### src/rtl/apb_master_pkg.sv
// Shared types and constants for the single-outstanding APB master.
// State encoding, bus widths and default address-space / timeout limits.
package apb_master_pkg;

  localparam int unsigned APB_ADDR_W             = 32;
  localparam int unsigned APB_DATA_W             = 32;
  localparam int unsigned DEFAULT_ADDR_LIMIT     = 60;
  localparam int unsigned DEFAULT_TIMEOUT_CYCLES = 16;
  localparam int unsigned TMO_CNT_W              = 8;

  typedef logic [APB_ADDR_W-1:0] addr_t;
  typedef logic [APB_DATA_W-1:0] data_t;

  typedef enum logic [2:0] {
    ST_IDLE   = 3'd0,
    ST_SETUP  = 3'd1,
    ST_ACCESS = 3'd2,
    ST_RDCAP  = 3'd3,
    ST_RESP   = 3'd4
  } state_t;

  // Word-aligned and inside the register file, or the command never reaches APB.
  function automatic logic addr_rejected(input addr_t addr, input addr_t limit);
    return (addr[1:0] != 2'b00) || (addr >= limit);
  endfunction

endpackage

### src/rtl/apb_master_if.sv
// Host command/response channels plus the APB bus of the APB master.
// Command and response channels: a beat transfers on the rising edge where valid and ready are both high;
// valid never waits on ready, and payload is held stable while valid is high and ready is low.
interface apb_master_if;
  import apb_master_pkg::*;

  logic  I_CMD_VALID;
  logic  O_CMD_READY;
  logic  I_CMD_WRITE;
  addr_t I_CMD_ADDR;
  data_t I_CMD_WDATA;

  logic  O_RSP_VALID;
  logic  I_RSP_READY;
  data_t O_RSP_RDATA;
  logic  O_RSP_ERR;

  logic  O_PSEL;
  logic  O_PENABLE;
  logic  O_PWRITE;
  addr_t O_PADDR;
  data_t O_PWDATA;
  data_t I_PRDATA;
  logic  I_PREADY;

  modport master (
    input  I_CMD_VALID, I_CMD_WRITE, I_CMD_ADDR, I_CMD_WDATA,
    input  I_RSP_READY, I_PRDATA, I_PREADY,
    output O_CMD_READY, O_RSP_VALID, O_RSP_RDATA, O_RSP_ERR,
    output O_PSEL, O_PENABLE, O_PWRITE, O_PADDR, O_PWDATA
  );

  modport slave (
    output I_CMD_VALID, I_CMD_WRITE, I_CMD_ADDR, I_CMD_WDATA,
    output I_RSP_READY, I_PRDATA, I_PREADY,
    input  O_CMD_READY, O_RSP_VALID, O_RSP_RDATA, O_RSP_ERR,
    input  O_PSEL, O_PENABLE, O_PWRITE, O_PADDR, O_PWDATA
  );

endinterface

### src/rtl/apb_master.sv
// Single-outstanding APB master: one host command becomes one SETUP/ACCESS transfer,
// with local rejection of illegal addresses and a PREADY timeout on every ACCESS phase.
module apb_master
  import apb_master_pkg::*;
#(
  parameter int unsigned ADDR_LIMIT     = DEFAULT_ADDR_LIMIT,
  parameter int unsigned TIMEOUT_CYCLES = DEFAULT_TIMEOUT_CYCLES
) (
  input  logic         I_PCLK,
  input  logic         I_PRESET_N,
  apb_master_if.master bus,
  output state_t       O_DBG_STATE
);

  localparam addr_t                LIMIT     = addr_t'(ADDR_LIMIT);
  localparam logic [TMO_CNT_W-1:0] TMO_LIMIT = TMO_CNT_W'(TIMEOUT_CYCLES);

  state_t               state_q;
  state_t               state_nxt;
  logic [TMO_CNT_W-1:0] tmo_cnt_q;
  logic [TMO_CNT_W-1:0] tmo_cnt_nxt;
  logic [TMO_CNT_W-1:0] tmo_cnt_inc;

  logic cmd_accept;
  logic cmd_reject;
  logic access_done;
  logic access_abort;

  logic  cmd_ready_d;
  logic  psel_d;
  logic  penable_d;
  logic  pwrite_d;
  addr_t paddr_d;
  data_t pwdata_d;
  logic  rsp_valid_d;
  data_t rsp_rdata_d;
  logic  rsp_err_d;

  // O_CMD_READY is itself a flop, so the first cycle after reset release cannot accept.
  assign cmd_accept   = (state_q == ST_IDLE) && bus.I_CMD_VALID && bus.O_CMD_READY;
  assign cmd_reject   = addr_rejected(bus.I_CMD_ADDR, LIMIT);
  assign access_done  = (state_q == ST_ACCESS) && bus.I_PREADY;
  assign tmo_cnt_inc  = tmo_cnt_q + TMO_CNT_W'(1);
  assign access_abort = (state_q == ST_ACCESS) && !bus.I_PREADY && (tmo_cnt_inc == TMO_LIMIT);

  assign O_DBG_STATE = state_q;

  always_ff @(posedge I_PCLK or negedge I_PRESET_N) begin
    if (!I_PRESET_N) begin
      state_q   <= ST_IDLE;
      tmo_cnt_q <= '0;
    end else begin
      state_q   <= state_nxt;
      tmo_cnt_q <= tmo_cnt_nxt;
    end
  end

  always_comb begin
    state_nxt   = state_q;
    tmo_cnt_nxt = tmo_cnt_q;
    unique case (state_q)
      ST_IDLE: begin
        if (cmd_accept) begin
          if (cmd_reject) begin
            state_nxt = ST_RESP;
          end else begin
            state_nxt   = ST_SETUP;
            tmo_cnt_nxt = '0;
          end
        end
      end
      ST_SETUP:  state_nxt = ST_ACCESS;
      ST_ACCESS: begin
        if (bus.I_PREADY) begin
          state_nxt = bus.O_PWRITE ? ST_RESP : ST_RDCAP;
        end else begin
          tmo_cnt_nxt = tmo_cnt_inc;
          if (access_abort) state_nxt = ST_RESP;
        end
      end
      ST_RDCAP:  state_nxt = ST_RESP;
      ST_RESP:   if (bus.I_RSP_READY) state_nxt = ST_IDLE;
      default:   state_nxt = ST_IDLE;
    endcase
  end

  // Every output is a flop loaded from the state being entered, so none sees an input combinationally.
  always_comb begin
    cmd_ready_d = (state_nxt == ST_IDLE);
    psel_d      = (state_nxt == ST_SETUP) || (state_nxt == ST_ACCESS);
    penable_d   = (state_nxt == ST_ACCESS);
    rsp_valid_d = (state_nxt == ST_RESP);
    pwrite_d    = bus.O_PWRITE;
    paddr_d     = bus.O_PADDR;
    pwdata_d    = bus.O_PWDATA;
    rsp_rdata_d = bus.O_RSP_RDATA;
    rsp_err_d   = bus.O_RSP_ERR;

    if (cmd_accept && !cmd_reject) begin
      pwrite_d = bus.I_CMD_WRITE;
      paddr_d  = bus.I_CMD_ADDR;
      pwdata_d = bus.I_CMD_WDATA;
    end
    if ((cmd_accept && cmd_reject) || access_abort) begin
      rsp_rdata_d = '0;
      rsp_err_d   = 1'b1;
    end
    if (access_done && bus.O_PWRITE) begin
      rsp_rdata_d = '0;
      rsp_err_d   = 1'b0;
    end
    // The slave registers PRDATA, so it is only valid in the cycle after the ACCESS handshake.
    if (state_q == ST_RDCAP) begin
      rsp_rdata_d = bus.I_PRDATA;
      rsp_err_d   = 1'b0;
    end
  end

  always_ff @(posedge I_PCLK or negedge I_PRESET_N) begin
    if (!I_PRESET_N) begin
      bus.O_CMD_READY <= 1'b0;
      bus.O_PSEL      <= 1'b0;
      bus.O_PENABLE   <= 1'b0;
      bus.O_PWRITE    <= 1'b0;
      bus.O_PADDR     <= '0;
      bus.O_PWDATA    <= '0;
      bus.O_RSP_VALID <= 1'b0;
      bus.O_RSP_RDATA <= '0;
      bus.O_RSP_ERR   <= 1'b0;
    end else begin
      bus.O_CMD_READY <= cmd_ready_d;
      bus.O_PSEL      <= psel_d;
      bus.O_PENABLE   <= penable_d;
      bus.O_PWRITE    <= pwrite_d;
      bus.O_PADDR     <= paddr_d;
      bus.O_PWDATA    <= pwdata_d;
      bus.O_RSP_VALID <= rsp_valid_d;
      bus.O_RSP_RDATA <= rsp_rdata_d;
      bus.O_RSP_ERR   <= rsp_err_d;
    end
  end

endmodule

### src/flat_wrapper.sv
// flat-port wrapper written by rule: the top's interface ports become plain ports
module apb_master_flat import apb_master_pkg::*;
#(
  parameter int unsigned ADDR_LIMIT     = DEFAULT_ADDR_LIMIT,
  parameter int unsigned TIMEOUT_CYCLES = DEFAULT_TIMEOUT_CYCLES
)
  (I_PCLK, I_PRESET_N, O_DBG_STATE, bus_I_CMD_VALID, bus_I_CMD_WRITE, bus_I_CMD_ADDR, bus_I_CMD_WDATA, bus_I_RSP_READY, bus_I_PRDATA, bus_I_PREADY, bus_O_CMD_READY, bus_O_RSP_VALID, bus_O_RSP_RDATA, bus_O_RSP_ERR, bus_O_PSEL, bus_O_PENABLE, bus_O_PWRITE, bus_O_PADDR, bus_O_PWDATA);
  apb_master_if bus_i ();
  input  logic I_PCLK;
  input  logic I_PRESET_N;
  output state_t O_DBG_STATE;
  input wire logic [$bits(bus_i.I_CMD_VALID)-1:0] bus_I_CMD_VALID;
  input wire logic [$bits(bus_i.I_CMD_WRITE)-1:0] bus_I_CMD_WRITE;
  input wire logic [$bits(bus_i.I_CMD_ADDR)-1:0] bus_I_CMD_ADDR;
  input wire logic [$bits(bus_i.I_CMD_WDATA)-1:0] bus_I_CMD_WDATA;
  input wire logic [$bits(bus_i.I_RSP_READY)-1:0] bus_I_RSP_READY;
  input wire logic [$bits(bus_i.I_PRDATA)-1:0] bus_I_PRDATA;
  input wire logic [$bits(bus_i.I_PREADY)-1:0] bus_I_PREADY;
  output wire logic [$bits(bus_i.O_CMD_READY)-1:0] bus_O_CMD_READY;
  output wire logic [$bits(bus_i.O_RSP_VALID)-1:0] bus_O_RSP_VALID;
  output wire logic [$bits(bus_i.O_RSP_RDATA)-1:0] bus_O_RSP_RDATA;
  output wire logic [$bits(bus_i.O_RSP_ERR)-1:0] bus_O_RSP_ERR;
  output wire logic [$bits(bus_i.O_PSEL)-1:0] bus_O_PSEL;
  output wire logic [$bits(bus_i.O_PENABLE)-1:0] bus_O_PENABLE;
  output wire logic [$bits(bus_i.O_PWRITE)-1:0] bus_O_PWRITE;
  output wire logic [$bits(bus_i.O_PADDR)-1:0] bus_O_PADDR;
  output wire logic [$bits(bus_i.O_PWDATA)-1:0] bus_O_PWDATA;
  assign bus_i.I_CMD_VALID = bus_I_CMD_VALID;
  assign bus_i.I_CMD_WRITE = bus_I_CMD_WRITE;
  assign bus_i.I_CMD_ADDR = bus_I_CMD_ADDR;
  assign bus_i.I_CMD_WDATA = bus_I_CMD_WDATA;
  assign bus_i.I_RSP_READY = bus_I_RSP_READY;
  assign bus_i.I_PRDATA = bus_I_PRDATA;
  assign bus_i.I_PREADY = bus_I_PREADY;
  assign bus_O_CMD_READY = bus_i.O_CMD_READY;
  assign bus_O_RSP_VALID = bus_i.O_RSP_VALID;
  assign bus_O_RSP_RDATA = bus_i.O_RSP_RDATA;
  assign bus_O_RSP_ERR = bus_i.O_RSP_ERR;
  assign bus_O_PSEL = bus_i.O_PSEL;
  assign bus_O_PENABLE = bus_i.O_PENABLE;
  assign bus_O_PWRITE = bus_i.O_PWRITE;
  assign bus_O_PADDR = bus_i.O_PADDR;
  assign bus_O_PWDATA = bus_i.O_PWDATA;
  apb_master #(.ADDR_LIMIT(ADDR_LIMIT), .TIMEOUT_CYCLES(TIMEOUT_CYCLES)) u_core (.I_PCLK(I_PCLK), .I_PRESET_N(I_PRESET_N), .bus(bus_i), .O_DBG_STATE(O_DBG_STATE));
endmodule
### config.mk
export PLATFORM = sky130hd
export DESIGN_NAME = apb_master_flat
export DESIGN_NICKNAME = d
export VERILOG_FILES = /design/src/rtl/apb_master_pkg.sv /design/src/rtl/apb_master_if.sv /design/src/rtl/apb_master.sv /design/src/flat_wrapper.sv
export SDC_FILE = /design/constraint.sdc
export NUM_CORES = 1
export LEC_CHECK = 0
export ABC_AREA = 1
export BUFFER_PORTS_ARGS = -buffer_cell sky130_fd_sc_hd__buf_4
export CELL_PAD_IN_SITES_DETAIL_PLACEMENT = 0
export CELL_PAD_IN_SITES_GLOBAL_PLACEMENT = 1
export CORE_MARGIN = 2
export CORE_UTILIZATION = 25
export CTS_CLUSTER_SIZE = 12
export DETAILED_ROUTE_END_ITERATION = 12
export PLACE_DENSITY_LB_ADDON = 0.1
export REMOVE_ABC_BUFFERS = 1
export SKIP_LAST_GASP = 1
export SYNTH_ARGS = -nofsm -noshare
export SYNTH_HDL_FRONTEND = slang
export SYNTH_SLANG_ARGS = --single-unit
### constraint.sdc
create_clock -name I_PCLK -period 4 [get_ports I_PCLK]
set_input_delay 0.8 -clock I_PCLK [delete_from_list [all_inputs] [get_ports I_PCLK]]
set_output_delay 0.8 -clock I_PCLK [all_outputs]
set_load 0.05 [all_outputs]
==> impl_metrics.toml, run 1 <==
[cells_and_area]
mostFrequentLayoutCell = "sky130_fd_sc_hd__buf_4"
postLayoutCellArea_sq_um = 6924
areaGrowthSynthToFinish_pct = 52.03
n_antenna_cell = 0
share_of_final_layout_standard_cells_stronger_than_drive_strength_1 = 0.3383
final_core_utilization = 0.3868
design.final.nets = 836
final_cell_count_no_fill = 974
num-fill-cells = 1843
mostFrequentLayoutCells = "sky130_fd_sc_hd__buf_4 (211), sky130_fd_sc_hd__nand2_1 (178), sky130_fd_sc_hd__dfrtp_1 (113), sky130_fd_sc_hd__inv_1 (82), sky130_fd_sc_hd__nor2_1 (49)"

[setup_path]
crit_cells = 10
worst_setup_path_startpoint = "bus_I_CMD_ADDR[21]"
critical_path.endpoint_type = "register"
crit_path_end = "u_core.tmo_cnt_q[0]"
worst_case_reg_to_reg_path_depth = 8
timing.critical_path.max_delay_family = "simple AND/OR/NAND/NOR gates"
worst-r2r-setup-slack_ns = 1.56
worst_setup_path_start_kind = "primary input"
timing.setup.critical_path_class = "in -> reg"
crit_path_cell_trace = "buf_4, nor2_1, and2_0, nand4_1, nor2_1, nand2_1, a21oi_1, inv_1, nand2_1, o21ai_0"
critical_path_peak_fanout = 21
cp.required_ns = 4.28
worstReg2RegEnd = "u_core.tmo_cnt_q[0]"
critical-path-slowest-cell = "sky130_fd_sc_hd__a21oi_1"
number_of_buffer_and_inverter_instances_along_the_worst_setup_path = 2
crit-reg2reg-launch = "u_core.O_DBG_STATE[0]"
crit_arrival_ns = 2.84
max_stage_delay_ns = 0.66

[hold_path]
min-delay-path-class = "reg -> reg"
min_path_cells = 2

[sta]
timing.final.crit_period_ns = 2.568
worst_pin_slew_ns = 0.8643
headroom_to_the_max_slew_limit = 0.4238
rsz0062_at_grt = "false"
finalSetupViolations = 0
final_max_slew_viol_count = 0
timing.fmax_ghz = 0.3895
worst_clock_skew_ns = 0.007949
final.period_utilization = 0.6419
setup_ws_ns = 1.432
hold_slack_ns = 0.4805
totalNegativeSetupSlack_ns = 0
timing_hold_violations_final = 0

[synthesis]
post_synth.cell_area_avg_sq_um = 8.775
synth.distinct_cells = 25
mappedNetlistArea_sq_um = 4554
synth-seq-area-share = 0.6209
synth_warnings = 0
postSynthCellCount = 519
synth.ff_latch_count = 113

[floorplanning]
floorplan.core_area_sq_um = 17900
die-height_um = 139.0
floorplan.io_pins = 207
rows = 49
dieWidth_um = 139.0
floorplan.initialDensity = 0.2544
dieArea_sq_um = 19310

[route]
drt_iter0_markers = 112
residual_drc_count = 0
antenna_left = 0
via_per_inst = 3.991
routed-via-count = 3887
detailedRoute.firstPassIterationCount = 4
detail_route.wl_per_cell_um = 12.86
route.final.wire_length_um = 12530

[placement]
port-buffer-count = 206
detailedPlacementHpwl_um = 8946
pre_cts_slack_ns = 0.9170
dpl.cell_count = 942
routabilityCongestion = 0.7919
placement.cell_area_sq_um = 6330

[clock_tree]
cts_htree_levels = 4
clkTransAtPathRegs_ns = 0.05
tritoncts.num_buffers = 17
clock_tree_buffer_depth = 2
cts_resized = 0
cts_setup_buffers = 0
clockRootBuffer = "sky130_fd_sc_hd__clkbuf_16"
clk-insertion-delay-late_ns = 0.41
cts.sinks = 113
clock_tree_from_tritoncts = "done"
post_cts_hold_buffer_count = 0

[power]
seqPwrFrac = 0.397
cellLeakagePower_nw = 3.930
netSwitchingFraction = 0.2522
relative_contribution_of_the_clock_network_to_total_power = 0.507
share_comb_of_total_power = 0.096
power.density_cell_area_nw_per_um2 = 426.7
power.switching_mw = 0.7452
power_total_mw = 2.955
intPower_mw = 2.209
vdd_ir_drop_max_mv = 0.2783

[global_route]
grt_first_pass_wirelength_um = 20310
grt-ovfl-total = 0
first_global_vias = 3970
grt_util_overall = 0.1332
initial_antenna_violation_count = 0
grt_start_max_net_pins = 69

[outcome]
status = "finished, final reports clean"

[run]
max_capacitance_violation_count = 0
[worst min-delay path by stage]
stage / from / endpoint / slack (ns)
final: u_core.bus.O_PWDATA[20] / u_core.bus.O_PWDATA[20] / 0.48
after global routing: u_core.bus.O_PADDR[26] / u_core.bus.O_PADDR[26] / 0.51
after CTS: u_core.bus.O_PWDATA[14] / u_core.bus.O_PWDATA[14] / 0.48
after detailed placement: u_core.bus.O_PWDATA[8] / u_core.bus.O_PWDATA[8] / 0.47
after global placement: u_core.bus.O_PWDATA[19] / u_core.bus.O_PWDATA[19] / 0.46
after floorplan: I_PRESET_N / u_core.O_DBG_STATE[0] / 0.50
[power groups by stage]
| stage | Combinational (mW) | Sequential [mW] | Clock, mW |
|---|---|---|---|
| finish | 0.283 | 1.17 | 1.50 |
| global route | 0.310 | 1.18 | 1.60 |
| CTS | 0.291 | 1.17 | 1.54 |
| detailed placement | 0.290 | 1.19 | 0 |
| global placement | 0.291 | 1.19 | 0 |
| floorplan | 0.0678 | 1.25 | 0 |
[cells by family after synthesis]
kind of cell               synth area share
and+or+nand+nor                      0.2291
AOI/OAI and AO/OA                   0.05330
DFF                                  0.6209
xor gates and xnor gates           0.001923
adders and majority gates          0.005494
buffers and inverters               0.08929
[worst reg2reg max path, delay by kind of cell, from the launching register on]
family          cells  cell delay, ns
buf+inv             2            0.23
simple gates        4            0.91
compound gates      2            0.74
flops               1            0.44
[synthesized netlist by cell type]
library cell	n	area [sq um]
sky130_fd_sc_hd__nor3_1	1	5.000
sky130_fd_sc_hd__o21ai_0	21	105.1
sky130_fd_sc_hd__o211ai_1	1	7.510
sky130_fd_sc_hd__a21oi_1	3	15.01
sky130_fd_sc_hd__nand2_1	178	668.1
sky130_fd_sc_hd__nand3_1	9	45.04
sky130_fd_sc_hd__and2_1	1	6.260
sky130_fd_sc_hd__inv_1	83	311.6
sky130_fd_sc_hd__buf_2	7	35.03
sky130_fd_sc_hd__nand2_2	1	6.260
sky130_fd_sc_hd__and2_0	5	31.28
sky130_fd_sc_hd__o21ai_1	19	95.09
sky130_fd_sc_hd__ha_1	2	25.02
sky130_fd_sc_hd__buf_6	3	33.78
sky130_fd_sc_hd__dfrtp_1	113	2828
sky130_fd_sc_hd__nor2_2	2	12.51
sky130_fd_sc_hd__clkbuf_1	7	26.28
sky130_fd_sc_hd__nand3_2	3	30.03
sky130_fd_sc_hd__o21bai_1	1	7.510
sky130_fd_sc_hd__nand4_1	4	25.02
sky130_fd_sc_hd__nor2_4	2	22.52
sky130_fd_sc_hd__nand3b_1	1	7.510
sky130_fd_sc_hd__nor2_1	49	183.9
sky130_fd_sc_hd__xnor2_1	1	8.760
sky130_fd_sc_hd__o22ai_1	2	12.51
[routing by layer]
metal  up-vias  wire, um  global-route usage  share of wire
met4         0       218             0.05051          0.017
li1       1983         -                   -              -
met2       129      5891              0.2131           0.47
met5         -         0                   0              0
met3        15      1004             0.05525          0.080
met1      1760      5415              0.1610           0.43
[final cells by class]
class | count | area [sq um] | area share
Clock buffer | 18 | 439.2 | 0.06343
Clock inverter | 14 | 155.1 | 0.02241
Inverter | 83 | 311.5 | 0.04499
Multi-Input combinational cell | 306 | 1320 | 0.1906
Sequential cell | 113 | 2828 | 0.4084
Tap cell | 229 | 286.5 | 0.04138
Timing Repair Buffer | 211 | 1584 | 0.2288
[state kept, by name, summed over array words and instances, names as in the netlist]
signal,count
u_core.bus.O_RSP_ERR,1
u_core.tmo_cnt_q,8
u_core.bus.O_RSP_VALID,1
u_core.bus.O_PSEL,1
u_core.bus.O_CMD_READY,1
u_core.bus.O_PENABLE,1
u_core.bus.O_PWRITE,1
u_core.O_DBG_STATE,3
u_core.bus.O_PADDR,32
u_core.bus.O_RSP_RDATA,32
u_core.bus.O_PWDATA,32
No activity file was read; power rests on OpenSTA's default activity.
==> run 2: changes to the inputs <==
==> constraint.sdc (replaced) <==
create_clock -name I_PCLK -period 2.6 [get_ports I_PCLK]
set_input_delay 0.52 -clock I_PCLK [delete_from_list [all_inputs] [get_ports I_PCLK]]
set_output_delay 0.52 -clock I_PCLK [all_outputs]
set_load 0.05 [all_outputs]
==> run 2 against run 1 <==
Total power rose by 49%. Clock power rose by 43%. Register-to-register slack got worse by 0.97 ns. Global-route usage rose by 0.13 points. Combinational power rose by 61%. Sequential power rose by 55%. Highest routed layer unchanged. Die area did not move. Clock-buffer cell count rose by 2.
==> impl_metrics.toml, run 2 (synthesis gave the netlist of run 1 again) <==
[setup_path]
worst-r2r-setup-slack_ns = 0.59
worst_setup_path_startpoint = "u_core.tmo_cnt_q[0]"
cp.required_ns = 2.89
critical_path_peak_fanout = 33
worst_case_reg_to_reg_path_depth = 13
critical_path.endpoint_type = "register"
crit_arrival_ns = 2.30
worst_setup_path_start_kind = "register"
timing.setup.critical_path_class = "reg -> reg"
crit-reg2reg-launch = "u_core.tmo_cnt_q[0]"

[sta]
headroom_to_the_max_slew_limit = 0.5900
final_max_slew_viol_count = 0
timing.fmax_ghz = 0.4987
timing_hold_violations_final = 0
setup_ws_ns = 0.5948
worst_pin_slew_ns = 0.6151
worst_clock_skew_ns = 0.009151
rsz0062_at_grt = "false"
final.period_utilization = 0.7712
finalSetupViolations = 0
timing.final.crit_period_ns = 2.005

[floorplanning]
dieArea_sq_um = 19310
floorplan.core_area_sq_um = 17900
floorplan.initialDensity = 0.2544
rows = 49
dieWidth_um = 139.0
floorplan.io_pins = 207
die-height_um = 139.0

[clock_tree]
clock_tree_from_tritoncts = "done"
clkTransAtPathRegs_ns = 0.06
clk-insertion-delay-late_ns = 0.41
tritoncts.num_buffers = 17
cts.sinks = 113
clockRootBuffer = "sky130_fd_sc_hd__clkbuf_16"
cts_resized = 0
post_cts_hold_buffer_count = 0
cts_htree_levels = 4
clock_tree_buffer_depth = 2
cts_setup_buffers = 0

[route]
detailedRoute.firstPassIterationCount = 4
drt_iter0_markers = 142
residual_drc_count = 0
route.final.wire_length_um = 12530
antenna_left = 0
routed-via-count = 3918
via_per_inst = 4.010
detail_route.wl_per_cell_um = 12.82

[power]
intPower_mw = 3.286
seqPwrFrac = 0.410
share_comb_of_total_power = 0.103
netSwitchingFraction = 0.2538
power.switching_mw = 1.118
vdd_ir_drop_max_mv = 0.4670
power.density_cell_area_nw_per_um2 = 633.6
relative_contribution_of_the_clock_network_to_total_power = 0.486
cellLeakagePower_nw = 3.934

[global_route]
initial_antenna_violation_count = 0
grt-ovfl-total = 0
grt_start_max_net_pins = 114
grt_util_overall = 0.1345
first_global_vias = 3975
grt_first_pass_wirelength_um = 20380

[cells_and_area]
areaGrowthSynthToFinish_pct = 52.61
design.final.nets = 839
n_antenna_cell = 0
mostFrequentLayoutCell = "sky130_fd_sc_hd__buf_4"
reg.largest.list = "u_core.bus.O_PADDR x32, u_core.bus.O_PWDATA x32, u_core.bus.O_RSP_RDATA x32"
mostFrequentLayoutCells = "sky130_fd_sc_hd__buf_4 (210), sky130_fd_sc_hd__nand2_1 (178), sky130_fd_sc_hd__dfrtp_1 (113), sky130_fd_sc_hd__inv_1 (82), sky130_fd_sc_hd__nor2_1 (49)"
share_of_final_layout_standard_cells_stronger_than_drive_strength_1 = 0.3369
postLayoutCellArea_sq_um = 6950

[placement]
detailedPlacementHpwl_um = 8908
placement.cell_area_sq_um = 6402
routabilityCongestion = 0.7978
pre_cts_slack_ns = 0.5383
port-buffer-count = 206

[outcome]
status = "finished, final reports clean"

[run]
max_capacitance_violation_count = 0

[hold_path]
min-delay-path-class = "in -> async"
## run 2: critical path, stage by stage, from the launching register on
cell	delay (ns)
sky130_fd_sc_hd__dfrtp_1	0.44
sky130_fd_sc_hd__ha_1	0.24
sky130_fd_sc_hd__nand2_1	0.07
sky130_fd_sc_hd__nor2_1	0.15
sky130_fd_sc_hd__nand2_1	0.07
sky130_fd_sc_hd__nand2_1	0.08
sky130_fd_sc_hd__nand2_1	0.06
sky130_fd_sc_hd__nor2_1	0.12
sky130_fd_sc_hd__nand3_2	0.12
sky130_fd_sc_hd__nand2_2	0.12
sky130_fd_sc_hd__nor2_4	0.04
sky130_fd_sc_hd__buf_12	0.16
sky130_fd_sc_hd__a21oi_1	0.17
sky130_fd_sc_hd__inv_1	0.06
## run 2: area by class of cell
| type | instances | area, sq um |
|---|---|---|
| tap | 229 | 286.5 |
| fill | 1869 | 10950 |
| timing repair buffer | 214 | 1657 |
| sequential | 113 | 2828 |
| multi-input combinational | 306 | 1320 |
| inverter | 83 | 311.5 |
| clock inverter | 12 | 111.4 |
| clock buffer | 20 | 436.7 |
## run 2: layer usage
| layer | part of all wire | up-vias | track usage |
|---|---|---|---|
| li1 | - | 1987 | - |
| met1 | 0.43 | 1778 | 0.1614 |
| met2 | 0.46 | 134 | 0.2097 |
| met3 | 0.083 | 19 | 0.05628 |
| met4 | 0.025 | 0 | 0.06433 |
| met5 | 0 | - | 0 |
## run 2: power by group through the flow
stage | Combinational, mW | Sequential [mW] | Clock, mW
2_1_floorplan | 0.104 | 1.93 | 0
3_3_place_gp | 0.467 | 1.84 | 0
3_5_place_dp | 0.466 | 1.84 | 0
4_1_cts | 0.468 | 1.81 | 2.22
5_1_grt | 0.505 | 1.81 | 2.31
6_report | 0.455 | 1.81 | 2.14
## run 2: through the flow
stage / setup TNS (ns) / utilization / hold slack (ns) / power, mW / instances
2_1_floorplan: -18.81 / - / 0.2244 / 2.034 / 502
3_3_place_gp: 0 / 0.3576 / 0.4638 / 2.305 / 945
3_5_place_dp: 0 / 0.3576 / 0.4685 / 2.304 / 945
4_1_cts: 0 / 0.3882 / 0.2006 / 4.495 / 977
5_1_grt: 0 / 0.3882 / 0.2453 / 4.622 / 977
6_report: 0 / 0.3882 / 0.1785 / 4.404 / 977
## run 2: worst paths after layout
path | end
setup / recovery | u_core.bus.O_RSP_ERR
hold / removal | u_core.bus.O_PADDR[6]
setup reg to reg | u_core.bus.O_RSP_ERR
hold reg to reg | u_core.bus.O_PWDATA[30]
max in group asynchronous | u_core.tmo_cnt_q[4]
min in group I_PCLK | u_core.bus.O_PWDATA[24]
